**config.mk**
```make
export PLATFORM = sky130hd
export DESIGN_NAME = alu_secuencial
export DESIGN_NICKNAME = d
export VERILOG_FILES = /design/src/rtl/alu_secuencial.sv
export SDC_FILE = /design/constraint.sdc
export NUM_CORES = 1
export LEC_CHECK = 0
export BUFFER_PORTS_ARGS = -buffer_cell sky130_fd_sc_hd__buf_2
export CAP_MARGIN = 20
export CORE_ASPECT_RATIO = 1.1
export CORE_MARGIN = 2
export CORE_UTILIZATION = 30
export CTS_CLUSTER_SIZE = 25
export DETAILED_ROUTE_END_ITERATION = 6
export SYNTH_ARGS = -nofsm -noshare
export SYNTH_HDL_FRONTEND = slang
export SYNTH_SLANG_ARGS = --single-unit
```
**constraint.sdc**
```tcl
create_clock -name clk -period 4.2 [get_ports clk]
set_input_delay 0.21 -clock clk [delete_from_list [all_inputs] [get_ports clk]]
set_output_delay 0.21 -clock clk [all_outputs]
set_load 0.05 [all_outputs]
```
**src/rtl/alu_secuencial.sv**
```systemverilog
// Registered ALU with valid/ready handshakes and status flags.
// MUL is an iterative shift-add that processes one multiplier bit per cycle.
module alu_secuencial #(
    parameter int WIDTH = 32,
    parameter int SHW   = $clog2(WIDTH)
) (
    input  logic             clk,
    input  logic             rst_n,
    input  logic             InValid,
    output logic             InReady,
    input  logic [WIDTH-1:0] Ope1,
    input  logic [WIDTH-1:0] Ope2,
    input  logic [2:0]       AluOp,
    output logic             OutValid,
    input  logic             OutReady,
    output logic [WIDTH-1:0] Resultado,
    output logic             Cero,
    output logic             Acarreo,
    output logic             Desborde
);

    localparam logic [1:0] IDLE = 2'd0;
    localparam logic [1:0] BUSY = 2'd1;
    localparam logic [1:0] DONE = 2'd2;

    localparam logic [2:0] OP_AND    = 3'b000;
    localparam logic [2:0] OP_OR     = 3'b001;
    localparam logic [2:0] OP_ADD    = 3'b010;
    localparam logic [2:0] OP_XOR    = 3'b011;
    localparam logic [2:0] OP_MUL    = 3'b100;
    localparam logic [2:0] OP_SLL    = 3'b101;
    localparam logic [2:0] OP_SUB    = 3'b110;
    localparam logic [2:0] OP_MAYORQ = 3'b111;

    localparam logic [SHW-1:0] LAST_BIT = SHW'(WIDTH - 1);

    logic [1:0]         state;
    logic [2*WIDTH-1:0] acc;
    logic [2*WIDTH-1:0] mcand;
    logic [WIDTH-1:0]   mplier;
    logic [SHW-1:0]     cnt;
    logic [2*WIDTH-1:0] acc_next;

    logic [WIDTH:0]     sum;
    logic [WIDTH:0]     dif;
    logic [WIDTH-1:0]   alu_res;
    logic               alu_c;
    logic               alu_v;

    assign InReady  = (state == IDLE);
    assign OutValid = (state == DONE);

    // Single-cycle ops are evaluated straight from the inputs on the accept edge.
    always_comb begin
        sum     = {1'b0, Ope1} + {1'b0, Ope2};
        dif     = {1'b0, Ope1} - {1'b0, Ope2};
        alu_res = '0;
        alu_c   = 1'b0;
        alu_v   = 1'b0;
        case (AluOp)
            OP_AND:    alu_res = Ope1 & Ope2;
            OP_OR:     alu_res = Ope1 | Ope2;
            OP_XOR:    alu_res = Ope1 ^ Ope2;
            OP_SLL:    alu_res = Ope1 << Ope2[SHW-1:0];
            OP_MAYORQ: alu_res = {{(WIDTH-1){1'b0}}, (Ope1 > Ope2)};
            OP_ADD: begin
                alu_res = sum[WIDTH-1:0];
                alu_c   = sum[WIDTH];
                alu_v   = (Ope1[WIDTH-1] == Ope2[WIDTH-1]) && (sum[WIDTH-1] != Ope1[WIDTH-1]);
            end
            OP_SUB: begin
                alu_res = dif[WIDTH-1:0];
                alu_c   = dif[WIDTH];
                alu_v   = (Ope1[WIDTH-1] != Ope2[WIDTH-1]) && (dif[WIDTH-1] != Ope1[WIDTH-1]);
            end
            default: alu_res = '0;
        endcase
    end

    assign acc_next = acc + (mplier[0] ? mcand : '0);

    always_ff @(posedge clk or negedge rst_n) begin
        if (!rst_n) begin
            state     <= IDLE;
            Resultado <= '0;
            Cero      <= 1'b0;
            Acarreo   <= 1'b0;
            Desborde  <= 1'b0;
            acc       <= '0;
            mcand     <= '0;
            mplier    <= '0;
            cnt       <= '0;
        end else begin
            case (state)
                IDLE: begin
                    if (InValid) begin
                        if (AluOp == OP_MUL) begin
                            acc    <= '0;
                            mcand  <= {{WIDTH{1'b0}}, Ope1};
                            mplier <= Ope2;
                            cnt    <= '0;
                            state  <= BUSY;
                        end else begin
                            Resultado <= alu_res;
                            Cero      <= (alu_res == '0);
                            Acarreo   <= alu_c;
                            Desborde  <= alu_v;
                            state     <= DONE;
                        end
                    end
                end
                // The last partial product is folded in on the same edge the result is registered.
                BUSY: begin
                    acc    <= acc_next;
                    mcand  <= mcand << 1;
                    mplier <= mplier >> 1;
                    cnt    <= cnt + 1'b1;
                    if (cnt == LAST_BIT) begin
                        Resultado <= acc_next[WIDTH-1:0];
                        Cero      <= (acc_next[WIDTH-1:0] == '0);
                        Acarreo   <= 1'b0;
                        Desborde  <= |acc_next[2*WIDTH-1:WIDTH];
                        state     <= DONE;
                    end
                end
                DONE: begin
                    if (OutReady) begin
                        state <= IDLE;
                    end
                end
                default: state <= IDLE;
            endcase
        end
    end

endmodule

```
**Yosys cells after proc, flatten, opt, wreduce, memory -nomap -nowiden**

Cells that the tools add are included.

- Add/sub/neg operators: 4
- Magnitude comparators: 1
- Multiplexer cells: 37
- Eq/ne operators: 19
- Reduce and logical (&&, ||, !) cells: 11
- Shift-type cells: 1
- Bitwise logic cells: 3

Operator list:

| operator | number |
|---|---|
| 2-to-1 mux 64 bit | 5 |
| one-hot mux 64 bit (2 select lines) | 2 |
| one-hot mux 32 bit (7 select lines) | 1 |
| 2-to-1 mux 32 bit | 5 |
| one-hot mux 32 bit (2 select lines) | 2 |
| adder 64 bit | 1 |
| zero test 32 bit | 2 |
| adder 32 x 32 -> 33 bit | 1 |
| subtractor 32 x 32 -> 33 bit | 1 |
| AND 32 bit | 1 |
| > comparator 32 bit | 1 |
| bitwise OR 32 bit | 1 |
| OR reduction 32 bit | 1 |
| << shifter 32 x 5 -> 32 bit | 1 |
| XOR 32 bit | 1 |
| equality test 3 bit, second input constant | 4 |
| 2-to-1 mux 5 bit | 2 |
| one-hot mux 1 bit (2 select lines) | 5 |
| one-hot mux 5 bit (2 select lines) | 1 |
| 2-to-1 mux 1 bit | 9 |
| 2-to-1 mux 2 bit | 4 |
| equality test 3 x 2 -> 1 bit, second input constant | 2 |
| inequality test 2 bit, second input constant | 3 |
| one-hot mux 2 bit (3 select lines) | 1 |
| 14 further kinds | 19 |

- Register bits after elaboration: 202
- Output and inout bits: 37
- Bits of input ports: 71

**Depth between registers and ports, before layout**

- Depth after elaboration: 7
- Mapped depth: 18
- Depth with buffers taken out: 16

**Worst setup path after synthesis**

No wires, ideal clock.

- Path type: input-to-reg
- Start point: input Ope2[2]
- End point: register Cero
- Data arrival time: 3.925 ns
- Path buffers: 4
- Setup time: 0.087 ns
- Slack: 0.188 ns
- Data required time: 4.113 ns
- Stages: 18
- Cells stage by stage: clkbuf_1 inv_1 buf_1 clkbuf_1 ha_1 buf_2 o21ai_1 o21bai_1 a21oi_1 o311ai_1 a2111oi_2 nand4_1 a2111oi_0 nand4_1 nor4_1 nand4_1 or3_1 o211ai_1

- Longest elaborated chain between the ends: 6
- Elaborated cells on any way between the ends: 12

Ends and longest elaborated chain:

| element | RTL line | RTL |
|---|---|---|
| from (decl) | 12 | `input logic [WIDTH-1:0] Ope2,` |
| subtractor 32 x 32 -> 33 bit (tied with other cells) | 56 | `dif = {1'b0, Ope1} - {1'b0, Ope2};` |
| one-hot mux 32 bit (7 select lines) (*) | 60 | `case (AluOp)` |
| zero test 32 bit (*) | 105 | `Cero <= (alu_res == '0);` |
| 2-to-1 mux 1 bit (*) | 97 | `if (AluOp == OP_MUL) begin` |
| 2-to-1 mux 1 bit (*) | 96 | `if (InValid) begin` |
| one-hot mux 1 bit (2 select lines) (*) | 94 | `case (state)` |
| to (signal assigned) | 105 |  |
| to (signal assigned) | 120 | `Cero <= (acc_next[WIDTH-1:0] == '0);` |
| to (decl) | 17 | `output logic Cero,` |

Mark *: on every way between the ends. The rest lies on a longest branch, timed or not. The select of a mux whose other input is x is not followed.
A chain may end at the register's enable or synchronous reset.

**Worst setup path in the final report**

- Start point: register mplier[0]
- End point: register Desborde

- Longest elaborated chain between the ends: 5

Ends and longest elaborated chain:

| element | RTL line | RTL |
|---|---|---|
| from (decl) | 40 | `logic [WIDTH-1:0] mplier;` |
| from (signal assigned) | 100 | `mplier <= Ope2;` |
| from (signal assigned) | 116 | `mplier <= mplier >> 1;` |
| 2-to-1 mux 64 bit | 80 | `assign acc_next = acc + (mplier[0] ? mcand : '0);` |
| adder 64 bit | 80 |  |
| OR reduction 32 bit | 122 | `Desborde <= \|acc_next[2*WIDTH-1:WIDTH];` |
| 2-to-1 mux 1 bit | 118 | `if (cnt == LAST_BIT) begin` |
| one-hot mux 1 bit (2 select lines) | 94 |  |
| to (signal assigned) | 107 | `Desborde <= alu_v;` |
| to (signal assigned) | 122 |  |
| to (decl) | 19 | `output logic Desborde` |

Every way passes these cells. The select of a mux whose other input is x is not followed.

==> summary.md <==
| Metric | Value |
|---|---|
| Status | `complete, no violations` |
| Row cnt | `99` |
| Reg2reg end | `Desborde` |
| Worst slew pin tran | `825.5 ps` |
| Largest buffer count on any clock path | `3` |
| Pins Over Slew Limit | `0` |
| Min-Delay Path Class | `in -> reg` |
| Int Pwr | `6914 µW` |
| Worst r2r path cells | `14` |
| Ys flop type | `dfrtp_1` |
| Core ar. | `0.06602 mm²` |
| Setup bufs post-CTS | `0` |
| Seq/Total Area, Yosys | `25.40%` |
| Minimum clock period | `4151 ps` |
| Routed wire length | `73690 µm` |
| Routed Antenna Nets | `0` |
| Worst Path Required | `4630 ps` |
| Fin crit share | `98.84%` |
| Gr ovfl total | `0` |
| Largest stage delay on the critical path | `560 ps` |
| Synthesized flop and latch total | `202` |
| Area leader, netlist | `dfrtp_1` |
| Max Cap Viol | `0` |
| Synth area leaders | `dfrtp_1 (25%), ha_1 (10%), nand2_1 (7.0%), o21ai_0 (5.1%), a21oi_1 (5.0%)` |
| Vias in the first global route | `19480` |
| Combinational power share | `53.2%` |
| Sequential power share | `27.1%` |
| Syn Std Cell Area | `0.01990 mm²` |
| Worst skew pair latency | `570 ps` |
| Mapped Avg Cell Area | `7.778 µm²` |
| Critical-path cell list | `bufbuf_16, and2_1, ha_1, nand2_2, or4_4, o21a_4, o211ai_4, a21oi_1, xnor2_1, or4b_4, nor4_4, nand4_1, nor4b_2, a31oi_1` |
| P_sw | `5483 µW` |
| CTS buffer count | `25` |
| Initial DRC Count | `1796` |
| Max-slew headroom | `44.39%` |
| WP buf/inv | `1` |
| Vias/cell | `5.562` |
| Critical path arrival | `4580 ps` |
| GRT busiest layer | `met2` |
| Initial antenna violation count | `3` |
| Final hold vios | `0` |
| Reg-to-Reg Start | `mplier[0]` |
| Post-synth top area share | `25.40%` |
| Max Freq | `240.9 MHz` |
| Crit path max-delay cell type | `or4b_4` |
| R2R Setup Slk | `50 ps` |
| Synth cell types | `97` |
| Die width | `249.6 µm` |
| Worst path top cell family by delay | `simple AND/OR/NAND/NOR gates` |
| HP Start | `Ope2[11]` |
| Starting Density | `30.15%` |
| Largest net degree at the start of global routing | `144` |
| Routing usage on met3 | `3.104%` |
| Post-synth EDFFs | `0` |
| Detailed Routing Iterations Pass 1 | `5` |
| H-tree depth | `1` |
| P&R area growth vs syn | `20.88%` |
| VDD IR max | `0.0003943 V` |
| End of the critical path | `Desborde` |
| Met2 usage | `33.76%` |
| Crit end category | `register` |
| Number of cells in the design after placement | `3579` |
| Total design power | `12400 µW` |
| HPWL after DPL | `57210 µm` |
| Cells after synthesis | `2559` |
| CTS root buffer | `clkbuf_16` |
| Die ar. | `0.06842 mm²` |
| CP max FO | `7` |
| Vias | `20300` |
| Syn Nets | `2799` |
| Clk pwr share | `19.7%` |
| # nets final | `3011` |
| Post-synth ARST share | `100.0%` |
| Pwr/cell area | `515.3 mW/mm²` |
| Stages on the worst setup path | `14` |
| P_leak | `0.01124 µW` |
| CP startpoint | `mplier[0]` |
| Layout cells sized above 1 | `17.46%` |
| IO Count | `108` |
| Clk pin slew, worst setup/hold paths | `60 ps` |
| Final std cells w/o fill | `3649` |
| RSZ-0062 raised after global routing | `yes` |
| Sw Ratio | `44.23%` |
| Critical Path Source Type | `register` |
| DRC viols | `0` |
| Setup TNS | `0 ps` |
| Overall global routing resource usage | `21.04%` |
| Gpl congestion | `0.9569` |
| IO Port Bufs | `107` |
| Met1 Use GR | `29.49%` |
| Routed len/inst | `20.19 µm` |
| Final clock skew | `26.96 ps` |
| CTS Sinks | `202` |
| Setup Crit Path Kind | `reg -> reg` |
| YS warnings | `0` |
| CTS tree | `done` |
| Final Setup Violations | `0` |
| Global-route wire length before repair | `114700 µm` |
| Die Height | `274.1 µm` |
[metrics by stage]
step | cell area [µm²] | util [%] | hold WS (ps) | worst slack (ps)
2_1_floorplan | 19900 | - | -85.59 | 188.2
3_3_place_gp | 22620 | 34.26 | 257.8 | -307.9
3_5_place_dp | 22620 | 34.26 | 246.9 | -317.3
4_1_cts | 23940 | 36.26 | 1.716 | 1.593
5_1_grt | 24060 | 36.44 | 21.30 | -157.4
6_report | 24060 | 36.44 | 18.02 | 48.87
[worst reg2reg max path, cell delays in order (launching register included)]
cell and delay (ps):
dfrtp_2 470, bufbuf_16 300, and2_1 150, ha_1 400, nand2_2 90, or4_4 540, o21a_4 250, o211ai_4 300
a21oi_1 140, xnor2_1 180, or4b_4 570, nor4_4 180, nand4_1 130, nor4b_2 230, a31oi_1 110
[timing repair]
action / CTS / global route
hold endpoints to repair: 98 / 0
hold buffers: 22 / 0
gates cloned: 2 / 0
pin swaps: 15 / 5
resized for setup: 28 / 20
endpoints found under the setup margin: 1 / 5
[cells in the final DEF, fill, tap and decap left out, types with 33 or more instances in the layout]
cell        n
a21o_1     36
inv_1     116
o211ai_1   33
ha_1      161
and2_1     65
dfrtp_1   201
buf_2     106
mux2i_1    80
nand3_1    86
nor2_1    165
nand2_1   372
nor3_1     33
buf_4     223
o21ai_0   200
xnor2_1    66
nand4_1    39
a21oi_1   193
a22oi_1    92
[how the worst min path moves through the flow]
stage	endpoint	depth (start not counted)
6_report	mplier[11]	3
5_1_grt	mplier[9]	3
4_1_cts	mplier[11]	3
3_5_place_dp	mcand[59]	1
3_3_place_gp	mcand[59]	1
2_1_floorplan	Acarreo	0
[flip-flops by register name, indices dropped and copies added, names as in the netlist]
signal / count
cnt: 5
state: 2
Desborde: 1
acc: 64
Cero: 1
mplier: 32
Resultado: 32
mcand: 64
Acarreo: 1
[logic make-up (layout without fill, tap and decap cells)]
kind of cell	Yosys count	count (layout)	share of synthesized area, %
and+or+nand+nor	869	869	20.25
AOI/OAI and AO/OA	827	827	27.18
buffers and inverters	293	524	5.941
DFF	202	202	25.40
adders and majority gates	169	169	10.74
muxes	106	106	6.400
xor gates and xnor gates	93	93	4.093
other	0	1	0
[metal layers]
layer  share of wire, %  vias to the layer above
met5              0.039                        -
li1                   -                     9709
met3                6.7                      100
met4                2.6                        4
met1                 46                     9770
met2                 45                      713
[power by group through the flow]
stage	Sequential [µW]	Clock (µW)	Combinational, µW
3_5_place_dp	3360	0	6290
5_1_grt	3460	2580	7170
2_1_floorplan	3660	0	3690
4_1_cts	3340	2500	6500
6_report	3360	2440	6600
3_3_place_gp	3360	0	6260
[cell type report]
class | instances | area, µm²
Clock inverter | 18 | 266.5
Multi-Input combinational cell | 2064 | 13950
Tap cell | 858 | 1074
Sequential cell | 202 | 5056
Antenna cell | 1 | 2.502
Inverter | 118 | 442.9
Clock buffer | 28 | 646.9
Timing Repair Buffer | 360 | 2625
Fill cell | 6916 | 41960
[cells in the mapped netlist (10+ instances only)]
master and n:
a21o_1 39, and2_1 66, buf_1 24, inv_1 116, o21a_1 18, mux2_2 10
a211o_1 10, o31ai_1 19, dfrtp_1 202, nand3_1 86, clkbuf_1 115, xnor2_1 67
a31oi_1 21, nor3_1 35, nand2_1 372, nor4_1 22, a22o_1 23, o221ai_1 10
nor2b_1 13, and3_1 10, nor2_1 168, mux4_2 16, a211oi_1 23, o22ai_1 15
o21bai_1 19, a22oi_1 92, nand4_1 39, mux2i_1 80, buf_2 27, a221oi_1 13
a21oi_1 198, o211ai_1 33, ha_1 166, xor2_1 26, nand2b_1 14, o21ai_0 204
Power figures use the tool's default switching activity.
